File: config.mk
export PLATFORM = sky130hd
export DESIGN_NAME = axil_advanced_register_cu_flat
export DESIGN_NICKNAME = d
export VERILOG_FILES = /design/src/rtl/axil_advanced_register_cu_if.sv /design/src/rtl/axil_advanced_register_cu.sv /design/src/flat_wrapper.sv
export SDC_FILE = /design/constraint.sdc
export NUM_CORES = 1
export LEC_CHECK = 0
export CORE_AREA = 2 2 258 260
export CTS_CLUSTER_DIAMETER = 120
export DETAILED_ROUTE_END_ITERATION = 10
export DIE_AREA = 0 0 260 262
export SYNTH_ARGS = -nofsm -noshare
export SYNTH_HDL_FRONTEND = slang
export SYNTH_SLANG_ARGS = --single-unit
File: constraint.sdc
create_clock -name clock -period 2.6 [get_ports clock]
set_input_delay 0.52 -clock clock [delete_from_list [all_inputs] [get_ports clock]]
set_output_delay 0.52 -clock clock [all_outputs]
set_load 0.03 [all_outputs]
File: src/rtl/axil_advanced_register_cu_if.sv
// rtl/axil_advanced_register_cu_if.sv - AXI4-Lite channel bundle with slave and master views
interface axi_lite;
  logic [31:0] awaddr;
  logic        awvalid;
  logic        awready;
  logic [31:0] wdata;
  logic [3:0]  wstrb;
  logic        wvalid;
  logic        wready;
  logic [1:0]  bresp;
  logic        bvalid;
  logic        bready;
  logic [31:0] araddr;
  logic        arvalid;
  logic        arready;
  logic [31:0] rdata;
  logic [1:0]  rresp;
  logic        rvalid;
  logic        rready;

  modport slave (
    input  awaddr, awvalid, wdata, wstrb, wvalid, bready, araddr, arvalid, rready,
    output awready, wready, bresp, bvalid, arready, rdata, rresp, rvalid
  );

  modport master (
    output awaddr, awvalid, wdata, wstrb, wvalid, bready, araddr, arvalid, rready,
    input  awready, wready, bresp, bvalid, arready, rdata, rresp, rvalid
  );
endinterface

File: src/rtl/axil_advanced_register_cu.sv
// rtl/axil_advanced_register_cu.sv - AXI4-Lite register map with RO sources, byte strobes and write triggers
module axil_advanced_register_cu #(
  parameter int                             N_REGISTERS           = 8,
  parameter logic [N_REGISTERS-1:0]         RO_MASK               = '0,
  parameter logic [N_REGISTERS-1:0]         TRIGGER_MASK          = '0,
  parameter logic [N_REGISTERS-1:0][31:0]   INITIAL_OUTPUT_VALUES = '0,
  parameter logic [31:0]                    ADDRESS_MASK          = 32'hFFFF_FFFF
) (
  input  logic                             clock,
  input  logic                             reset,
  input  logic [N_REGISTERS-1:0][31:0]     input_registers,
  output logic [N_REGISTERS-1:0][31:0]     output_registers,
  output logic [N_REGISTERS-1:0]           trigger_out,
  axi_lite.slave                           axil
);

  typedef enum logic [1:0] {W_IDLE, W_EXEC, W_RESP} w_state_t;
  typedef enum logic [1:0] {R_IDLE, R_FETCH, R_RESP} r_state_t;

  w_state_t                         r_w_state;
  logic                             r_awready;
  logic                             r_wready;
  logic [31:0]                      r_awaddr;
  logic [31:0]                      r_wdata;
  logic [3:0]                       r_wstrb;
  logic                             r_bvalid;
  logic [1:0]                       r_bresp;
  logic [N_REGISTERS-1:0][31:0]     r_out_regs;
  logic [N_REGISTERS-1:0]           r_trigger;

  r_state_t                         r_r_state;
  logic                             r_arready;
  logic [31:0]                      r_araddr;
  logic                             r_rvalid;
  logic [31:0]                      r_rdata;
  logic [1:0]                       r_rresp;

  logic                             w_aw_hs;
  logic                             w_w_hs;
  logic                             w_ar_hs;
  logic [31:0]                      w_widx;
  logic [31:0]                      w_ridx;
  logic [N_REGISTERS-1:0]           w_wsel;
  logic [N_REGISTERS-1:0]           w_rsel;
  logic                             w_w_ok;
  logic                             w_r_in_range;
  logic [31:0]                      w_byte_mask;
  logic [31:0]                      w_rd_val;

  assign w_aw_hs = axil.awvalid && r_awready;
  assign w_w_hs  = axil.wvalid && r_wready;
  assign w_ar_hs = axil.arvalid && r_arready;

  assign w_widx = (r_awaddr & ADDRESS_MASK) >> 2;
  assign w_ridx = (r_araddr & ADDRESS_MASK) >> 2;

  // One-hot slot decode; an all-zero select means the index is out of range.
  always_comb begin
    w_wsel = '0;
    w_rsel = '0;
    for (int i = 0; i < N_REGISTERS; i++) begin
      w_wsel[i] = (w_widx == 32'(i));
      w_rsel[i] = (w_ridx == 32'(i));
    end
  end

  assign w_w_ok       = |(w_wsel & ~RO_MASK);
  assign w_r_in_range = |w_rsel;
  assign w_byte_mask  = {{8{r_wstrb[3]}}, {8{r_wstrb[2]}}, {8{r_wstrb[1]}}, {8{r_wstrb[0]}}};

  always_comb begin
    w_rd_val = '0;
    for (int i = 0; i < N_REGISTERS; i++) begin
      if (w_rsel[i]) begin
        w_rd_val = RO_MASK[i] ? input_registers[i] : r_out_regs[i];
      end
    end
  end

  // In W_IDLE a dropped ready flag doubles as the "channel already captured" marker.
  always_ff @(posedge clock) begin
    if (reset) begin
      r_w_state  <= W_IDLE;
      r_awready  <= 1'b1;
      r_wready   <= 1'b1;
      r_awaddr   <= '0;
      r_wdata    <= '0;
      r_wstrb    <= '0;
      r_bvalid   <= 1'b0;
      r_bresp    <= 2'b00;
      r_out_regs <= INITIAL_OUTPUT_VALUES;
      r_trigger  <= '0;
    end else begin
      r_trigger <= '0;
      case (r_w_state)
        W_IDLE: begin
          if (w_aw_hs) begin
            r_awaddr  <= axil.awaddr;
            r_awready <= 1'b0;
          end
          if (w_w_hs) begin
            r_wdata  <= axil.wdata;
            r_wstrb  <= axil.wstrb;
            r_wready <= 1'b0;
          end
          if ((w_aw_hs || !r_awready) && (w_w_hs || !r_wready)) begin
            r_awready <= 1'b0;
            r_wready  <= 1'b0;
            r_w_state <= W_EXEC;
          end
        end
        W_EXEC: begin
          for (int i = 0; i < N_REGISTERS; i++) begin
            if (w_wsel[i] && !RO_MASK[i]) begin
              r_out_regs[i] <= (r_out_regs[i] & ~w_byte_mask) | (r_wdata & w_byte_mask);
              r_trigger[i]  <= TRIGGER_MASK[i];
            end
          end
          r_bresp   <= w_w_ok ? 2'b00 : 2'b10;
          r_bvalid  <= 1'b1;
          r_w_state <= W_RESP;
        end
        W_RESP: begin
          if (axil.bready) begin
            r_bvalid  <= 1'b0;
            r_awready <= 1'b1;
            r_wready  <= 1'b1;
            r_w_state <= W_IDLE;
          end
        end
        default: r_w_state <= W_IDLE;
      endcase
    end
  end

  always_ff @(posedge clock) begin
    if (reset) begin
      r_r_state <= R_IDLE;
      r_arready <= 1'b1;
      r_araddr  <= '0;
      r_rvalid  <= 1'b0;
      r_rdata   <= '0;
      r_rresp   <= 2'b00;
    end else begin
      case (r_r_state)
        R_IDLE: begin
          if (w_ar_hs) begin
            r_araddr  <= axil.araddr;
            r_arready <= 1'b0;
            r_r_state <= R_FETCH;
          end
        end
        R_FETCH: begin
          r_rdata   <= w_rd_val;
          r_rresp   <= w_r_in_range ? 2'b00 : 2'b10;
          r_rvalid  <= 1'b1;
          r_r_state <= R_RESP;
        end
        R_RESP: begin
          if (axil.rready) begin
            r_rvalid  <= 1'b0;
            r_arready <= 1'b1;
            r_r_state <= R_IDLE;
          end
        end
        default: r_r_state <= R_IDLE;
      endcase
    end
  end

  assign output_registers = r_out_regs;
  assign trigger_out      = r_trigger;

  assign axil.awready = r_awready;
  assign axil.wready  = r_wready;
  assign axil.bvalid  = r_bvalid;
  assign axil.bresp   = r_bresp;
  assign axil.arready = r_arready;
  assign axil.rvalid  = r_rvalid;
  assign axil.rdata   = r_rdata;
  assign axil.rresp   = r_rresp;

endmodule

File: src/flat_wrapper.sv
// flat-port wrapper written by rule: the top's interface ports become plain ports
module axil_advanced_register_cu_flat 
#(
  parameter int                             N_REGISTERS           = 8,
  parameter logic [N_REGISTERS-1:0]         RO_MASK               = '0,
  parameter logic [N_REGISTERS-1:0]         TRIGGER_MASK          = '0,
  parameter logic [N_REGISTERS-1:0][31:0]   INITIAL_OUTPUT_VALUES = '0,
  parameter logic [31:0]                    ADDRESS_MASK          = 32'hFFFF_FFFF
)
  (clock, reset, input_registers, output_registers, trigger_out, axil_awaddr, axil_awvalid, axil_wdata, axil_wstrb, axil_wvalid, axil_bready, axil_araddr, axil_arvalid, axil_rready, axil_awready, axil_wready, axil_bresp, axil_bvalid, axil_arready, axil_rdata, axil_rresp, axil_rvalid);
  axi_lite axil_i ();
  input  logic clock;
  input  logic reset;
  input  logic [N_REGISTERS-1:0][31:0] input_registers;
  output logic [N_REGISTERS-1:0][31:0] output_registers;
  output logic [N_REGISTERS-1:0] trigger_out;
  input wire logic [$bits(axil_i.awaddr)-1:0] axil_awaddr;
  input wire logic [$bits(axil_i.awvalid)-1:0] axil_awvalid;
  input wire logic [$bits(axil_i.wdata)-1:0] axil_wdata;
  input wire logic [$bits(axil_i.wstrb)-1:0] axil_wstrb;
  input wire logic [$bits(axil_i.wvalid)-1:0] axil_wvalid;
  input wire logic [$bits(axil_i.bready)-1:0] axil_bready;
  input wire logic [$bits(axil_i.araddr)-1:0] axil_araddr;
  input wire logic [$bits(axil_i.arvalid)-1:0] axil_arvalid;
  input wire logic [$bits(axil_i.rready)-1:0] axil_rready;
  output wire logic [$bits(axil_i.awready)-1:0] axil_awready;
  output wire logic [$bits(axil_i.wready)-1:0] axil_wready;
  output wire logic [$bits(axil_i.bresp)-1:0] axil_bresp;
  output wire logic [$bits(axil_i.bvalid)-1:0] axil_bvalid;
  output wire logic [$bits(axil_i.arready)-1:0] axil_arready;
  output wire logic [$bits(axil_i.rdata)-1:0] axil_rdata;
  output wire logic [$bits(axil_i.rresp)-1:0] axil_rresp;
  output wire logic [$bits(axil_i.rvalid)-1:0] axil_rvalid;
  assign axil_i.awaddr = axil_awaddr;
  assign axil_i.awvalid = axil_awvalid;
  assign axil_i.wdata = axil_wdata;
  assign axil_i.wstrb = axil_wstrb;
  assign axil_i.wvalid = axil_wvalid;
  assign axil_i.bready = axil_bready;
  assign axil_i.araddr = axil_araddr;
  assign axil_i.arvalid = axil_arvalid;
  assign axil_i.rready = axil_rready;
  assign axil_awready = axil_i.awready;
  assign axil_wready = axil_i.wready;
  assign axil_bresp = axil_i.bresp;
  assign axil_bvalid = axil_i.bvalid;
  assign axil_arready = axil_i.arready;
  assign axil_rdata = axil_i.rdata;
  assign axil_rresp = axil_i.rresp;
  assign axil_rvalid = axil_i.rvalid;
  axil_advanced_register_cu #(.N_REGISTERS(N_REGISTERS), .RO_MASK(RO_MASK), .TRIGGER_MASK(TRIGGER_MASK), .INITIAL_OUTPUT_VALUES(INITIAL_OUTPUT_VALUES), .ADDRESS_MASK(ADDRESS_MASK)) u_core (.clock(clock), .reset(reset), .input_registers(input_registers), .output_registers(output_registers), .trigger_out(trigger_out), .axil(axil_i));
endmodule
==> impl_metrics.yaml, run 1 <==
outcome:
  run_status: "complete, no violations"
critical_path:
  path_max_fanout: 7
  cp_cell_sequence: "or4_4 > nor3_4 > nand4b_1 > buf_4 > o21ai_0 > a211oi_1 > nor4_1"
  arrival_ps: 2960
  worst-path-buf-inv: 1
  critical_path.startpoint: "u_core.r_araddr[15]"
  cp-start-kind: "register"
  cpPeakStageDelay_ps: 560
  timing.critical_path.to_type: "register"
  path_class: "register to register"
  timing.critical_path.slowest_stage_cell: "or4_4"
  crit_required_ps: 3060
  reg2reg_from: "u_core.r_araddr[15]"
  cp_top_family: "simple AND/OR/NAND/NOR gates"
place:
  hpwl_um: 55500
  numPlacedInstances: 3346
  globalplace.congestion: 0.849
  buffer_ports.inserted: 397
  dpl_worst_slack_ps: 126
grt:
  total_routing_usage_reported_by_global_routing_pct: 22.3
  met1_usage_pct: 30.1
  number_of_global_route_vias_before_repair: 16700
  grt_remaining_overflow: 0
  wire_length_of_the_first_global_routing_pass_um: 113000
  grt_util_met3_pct: 6.58
  maximum_number_of_pins_on_one_net_before_global_route_repair: 73
  grt_util_met2_pct: 34.8
  number_of_antenna_violations_at_the_first_check_in_global_routing: 2
  grt-busiest-layer: "met2"
synth:
  synthDominantAreaCellType: "dfxtp_1"
  total_number_of_yosys_warnings: 0
  synth_async_sr_flop_share_pct: 0
  synth-seq-area-share_pct: 47.3
  synth_edf_count: 0
  number_of_distinct_standard_cells_referenced_by_the_synthesized_netlist: 59
  synth_area_leaders: "dfxtp_1 47%, a21oi_1 11%, nand2_1 11%"
  netlist.area_leader.share_pct: 47.3
  ys.flop_type: "dfxtp_1"
  ys_ff_latch: 395
  average_cell_area_after_synthesis_um2: 7.80
  postSynthCellCount: 2143
  mappedNetlistArea_um2: 16700
clocking:
  cts_buffer_depth: 3
  tritoncts: "done"
  cts.clk_slew.worst_paths_ps: 60
  clock_sink_count: 395
  postCtsSetupRepairBufs: 0
  cts_max_level: 2
  tritoncts.num_buffers: 46
  ctsRootBufferMaster: "clkbuf_16"
  clk-insertion-delay-late_ps: 590
  cts_resized: 0
  ctsHoldBuffers: 0
timing:
  fin_tns_setup_ps: 0
  drv_slew: 0
  finalHoldWorstSlack_ps: 301
  finalHoldViolations: 0
  relSlewSlack_pct: 54.9
  final.setup_skew_ps: 22.6
  max_clock_freq_mhz: 400
  final_period_minus_worst_setup_slack_ps: 2500
  final_critical_path_setup_slack_ps: 101
  period_share_pct: 96.1
  final-setup-viol-count: 0
  max_slew.worst_pin.slew_ps: 676
  rsz0062_at_grt: "no"
floorplanning:
  num_rows: 94
  floorplan.die_area_um2: 68100
  initial_utilization_pct: 25.6
  io_count: 668
  core-area_um2: 65300
  die_w_um: 260
  die-height_um: 262
detailed_routing:
  route.detailed.drc: 0
  route.antenna.remaining_nets: 0
  vias_per_cell: 5.07
  detailroute.via_count: 17400
  wirelength_um: 78500
  wl_per_cell_um: 22.9
  dr.pass1.iters: 6
  initialDrtViolationCount: 1558
power_and_ir_drop:
  power_density_nw_per_um2: 612
  power.static_leakage_uw: 0.00779
  ir_worst_vdd_mv: 0.413
  power_uw: 14600
final_layout:
  layoutNonFillerInstCount: 3427
  num-nets-final: 2893
  antenna_cells_inserted: 0
  share_of_cells_above_drive_strength_1_pct: 10.0
  syn2layout_area_growth_pct: 42.2
min_path:
  min-delay-path-class: "input port to register"
  hp-start: "reset"
flow_run:
  max_cap_viol_count: 0
[cell usage in the layout, fill, tap and decap left out, drive strengths merged, types with 10 or more instances in the layout]
cell	instances
nand2	470
clkdlybuf4s50	396
dfxtp	395
a21oi	369
o21ai	281
buf	135
nor2	128
clkbuf	70
mux2i	55
nor3	38
nor4	31
mux2	16
a31oi	14
and2	13
nand2b	12
a22o	10
a211oi	10
conb	10
nand3	10
[where the power goes]
part	internal, µW	switching, µW	total [µW]	leakage (µW)
combinational	606	1080	1680	0.00388
sequential	6210	231	6440	0.00320
clock	3750	2680	6440	0.000720
total	10600	3990	14600	0.00779
[through the flow]
step / area, µm² / util [%]
after floorplan: 16800 / -
after global placement: 22300 / 34.2
after detailed placement: 22300 / 34.2
after CTS: 23800 / 36.4
after global routing: 23800 / 36.4
final: 23800 / 36.4
[worst register-to-register path: stages, from the launching register on]
cell      delay, ps
dfxtp_1         320
or4_4           560
nor3_4          340
nand4b_1        310
buf_4           310
o21ai_0         190
a211oi_1         80
nor4_1          310
[kinds of logic (layout without fill, tap and decap cells)]
kind of cell,after synthesis,count (layout),synth area share (%)
compound gates,734,734,23.3
simple gates,733,733,19.2
flops,395,395,47.3
buf+inv,204,615,5.10
mux,76,76,5.04
other cells,1,10,0.0224
[final timing paths]
path | end | slack, ps | cells past startpoint
hold reg to reg | u_core.axil.rdata[15] | 450 | 2
setup / recovery | u_core.axil.rdata[2] | 100 | 7
setup reg to reg | u_core.axil.rdata[2] | 100 | 7
hold / removal | register | 300 | 2
[routing by layer]
metal	share of wire, %	wire length (µm)
met3	10	8160
met4	2.3	1770
met5	0	0
met1	43	34000
met2	44	34600
[Yosys cell counts, drive strengths merged (4+ instances only)]
cell type	count
a211oi	10
a21o	4
a21oi	369
a22o	10
a31oi	14
a32oi	5
and2	13
buf	50
clkbuf	151
dfxtp	395
mux2	16
mux2i	55
mux4	5
nand2	470
nand2b	12
nand3	10
nand4b	4
nor2	128
nor2b	7
nor3	38
nor3b	6
nor4	31
o211ai	5
o21ai	281
o21bai	5
o221ai	5
o22ai	8
o2bb2ai	4
[cell type report]
class	count	area [µm²]
fill	6889	41500
multi-input combinational	1553	8040
sequential	395	7910
inverter	3	11.3
timing repair buffer	531	5250
clock inverter	11	134
clock buffer	70	1340
tap	864	1080
(Power assumes the default switching activity.)
==> run 2, diff against run 1 <==
Settings changed: MAX_ROUTING_LAYER set to met4.
==> impl_metrics.yaml, run 2 (synthesis results as in run 1) <==
min_path:
  min-delay-path-class: "input port to register"
floorplanning:
  core-area_um2: 65300
  floorplan.die_area_um2: 68100
  io_count: 668
  die_w_um: 260
  initial_utilization_pct: 25.6
  die-height_um: 262
  num_rows: 94
power_and_ir_drop:
  power_density_nw_per_um2: 612
  power.share.switching_pct: 27.4
  ir_worst_vdd_mv: 0.418
  power.static_leakage_uw: 0.00779
  power_report.internal_total_uw: 10600
  p_sw_uw: 3990
  flop_pwr_share_pct: 44.2
  power.clock.fraction_pct: 44.2
  p_comb_share_pct: 11.5
critical_path:
  timing.critical_path.slowest_stage_cell: "a2111oi_0"
  cp_top_family: "simple AND/OR/NAND/NOR gates"
  cpPeakStageDelay_ps: 610
  arrival_ps: 3010
  cp-start-kind: "register"
  worst-path-buf-inv: 1
  path_max_fanout: 8
  crit_required_ps: 3090
  cp_cell_sequence: "or4_4 > nor3_4 > nand2_4 > a2111oi_0 > buf_4 > a21oi_1 > nor3_1"
  path_class: "register to register"
  timing.critical_path.to_type: "register"
place:
  globalplace.congestion: 0.862
  hpwl_um: 55500
  buffer_ports.inserted: 397
detailed_routing:
  wirelength_um: 78400
  dr.pass1.iters: 7
  detailroute.via_count: 17400
  route.antenna.remaining_nets: 0
  wl_per_cell_um: 22.9
  vias_per_cell: 5.08
  route.detailed.drc: 0
  initialDrtViolationCount: 1551
clocking:
  clock_sink_count: 395
  cts.clk_slew.worst_paths_ps: 60
  tritoncts: "done"
  tritoncts.num_buffers: 46
  clk-insertion-delay-late_ps: 590
  ctsHoldBuffers: 0
  cts_max_level: 2
  cts_buffer_depth: 3
  ctsRootBufferMaster: "clkbuf_16"
timing:
  final.setup_skew_ps: 23.0
  rsz0062_at_grt: "no"
  finalHoldViolations: 0
  final-setup-viol-count: 0
  final_period_minus_worst_setup_slack_ps: 2520
  max_slew.worst_pin.slew_ps: 629
  drv_slew: 0
  fin_tns_setup_ps: 0
  period_share_pct: 97.0
  max_clock_freq_mhz: 397
  relSlewSlack_pct: 57.0
  finalHoldWorstSlack_ps: 302
final_layout:
  num-nets-final: 2893
  antenna_cells_inserted: 0
  syn2layout_area_growth_pct: 42.2
  layout.cells.most_common_list: "469 x nand2_1, 396 x clkdlybuf4s50_1, 392 x dfxtp_1, 369 x a21oi_1, 276 x o21ai_0"
  share_of_cells_above_drive_strength_1_pct: 10.0
  multi_input_comb_area_um2: 8040
  nFillCells: 6889
  mostFrequentLayoutCell: "nand2_1"
  seqCellArea_um2: 7910
grt:
  wire_length_of_the_first_global_routing_pass_um: 113000
  number_of_antenna_violations_at_the_first_check_in_global_routing: 2
  grt_remaining_overflow: 0
  total_routing_usage_reported_by_global_routing_pct: 23.0
  maximum_number_of_pins_on_one_net_before_global_route_repair: 73
  number_of_global_route_vias_before_repair: 16700
flow_run:
  max_cap_viol_count: 0
outcome:
  run_status: "complete, no violations"
run 2: power groups by stage:
stage | Sequential (µW) | Clock, µW | Combinational (µW)
5_1_grt | 6460 | 6790 | 1800
3_3_place_gp | 6560 | 0 | 1680
3_5_place_dp | 6560 | 0 | 1690
6_report | 6440 | 6440 | 1680
2_1_floorplan | 6480 | 0 | 883
4_1_cts | 6430 | 6570 | 1700
run 2: final timing paths:
check	slack [ps]	start	endpoint	cells after the start
worst min register to register	450	u_core.axil.rdata[15]	u_core.axil.rdata[15]	2
worst max-delay path	80	u_core.r_araddr[15]	u_core.axil.rdata[21]	7
worst min-delay path	300	reset	register	2
worst max register to register	80	u_core.r_araddr[15]	u_core.axil.rdata[21]	7
run 2: per-layer routing:
layer	routed length [µm]	global-route usage, %	share of wire (%)	up-vias
met5	0	-	0	-
met4	1770	5.83	2.3	0
met3	8090	6.34	10	121
met2	34400	34.7	44	809
met1	34100	30.4	44	8304
li1	-	-	-	8166
run 2: repair_timing:
| item | 4_1_cts | 5_1_grt |
|---|---|---|
| buffers inserted | 0 | 0 |
| setup endpoints to repair | 0 | 1 |
| endpoints found under the hold margin | 0 | 0 |
| resized for setup | 0 | 1 |
run 2: area by class of cell:
cell class	instances	share of cell area, %
clock buffers	70	5.64
clock inverters	11	0.563
inverters	3	0.0474
multi-input cells	1553	33.8
flip-flops and latches	395	33.3
well taps	864	4.55
repair buffers	531	22.1
run 2: metrics by stage:
stage / power (µW) / area (µm²) / worst slack (ps) / instances / util (%)
final: 14600 / 23800 / 78.2 / 3427 / 36.4
after global placement: 8250 / 22300 / 184 / 3346 / 34.2
after detailed placement: 8250 / 22300 / 126 / 3346 / 34.2
after global routing: 15000 / 23800 / 6.06 / 3427 / 36.4
after CTS: 14700 / 23800 / 116 / 3427 / 36.4
after floorplan: 7360 / 16800 / 597 / 2152 / -
run 2: worst reg2reg max path, stage by stage, from the launching register on:
cell and delay (ps):
dfxtp_1 320, or4_4 560, nor3_4 340, nand2_4 200
a2111oi_0 610, buf_4 210, a21oi_1 40, nor3_1 170
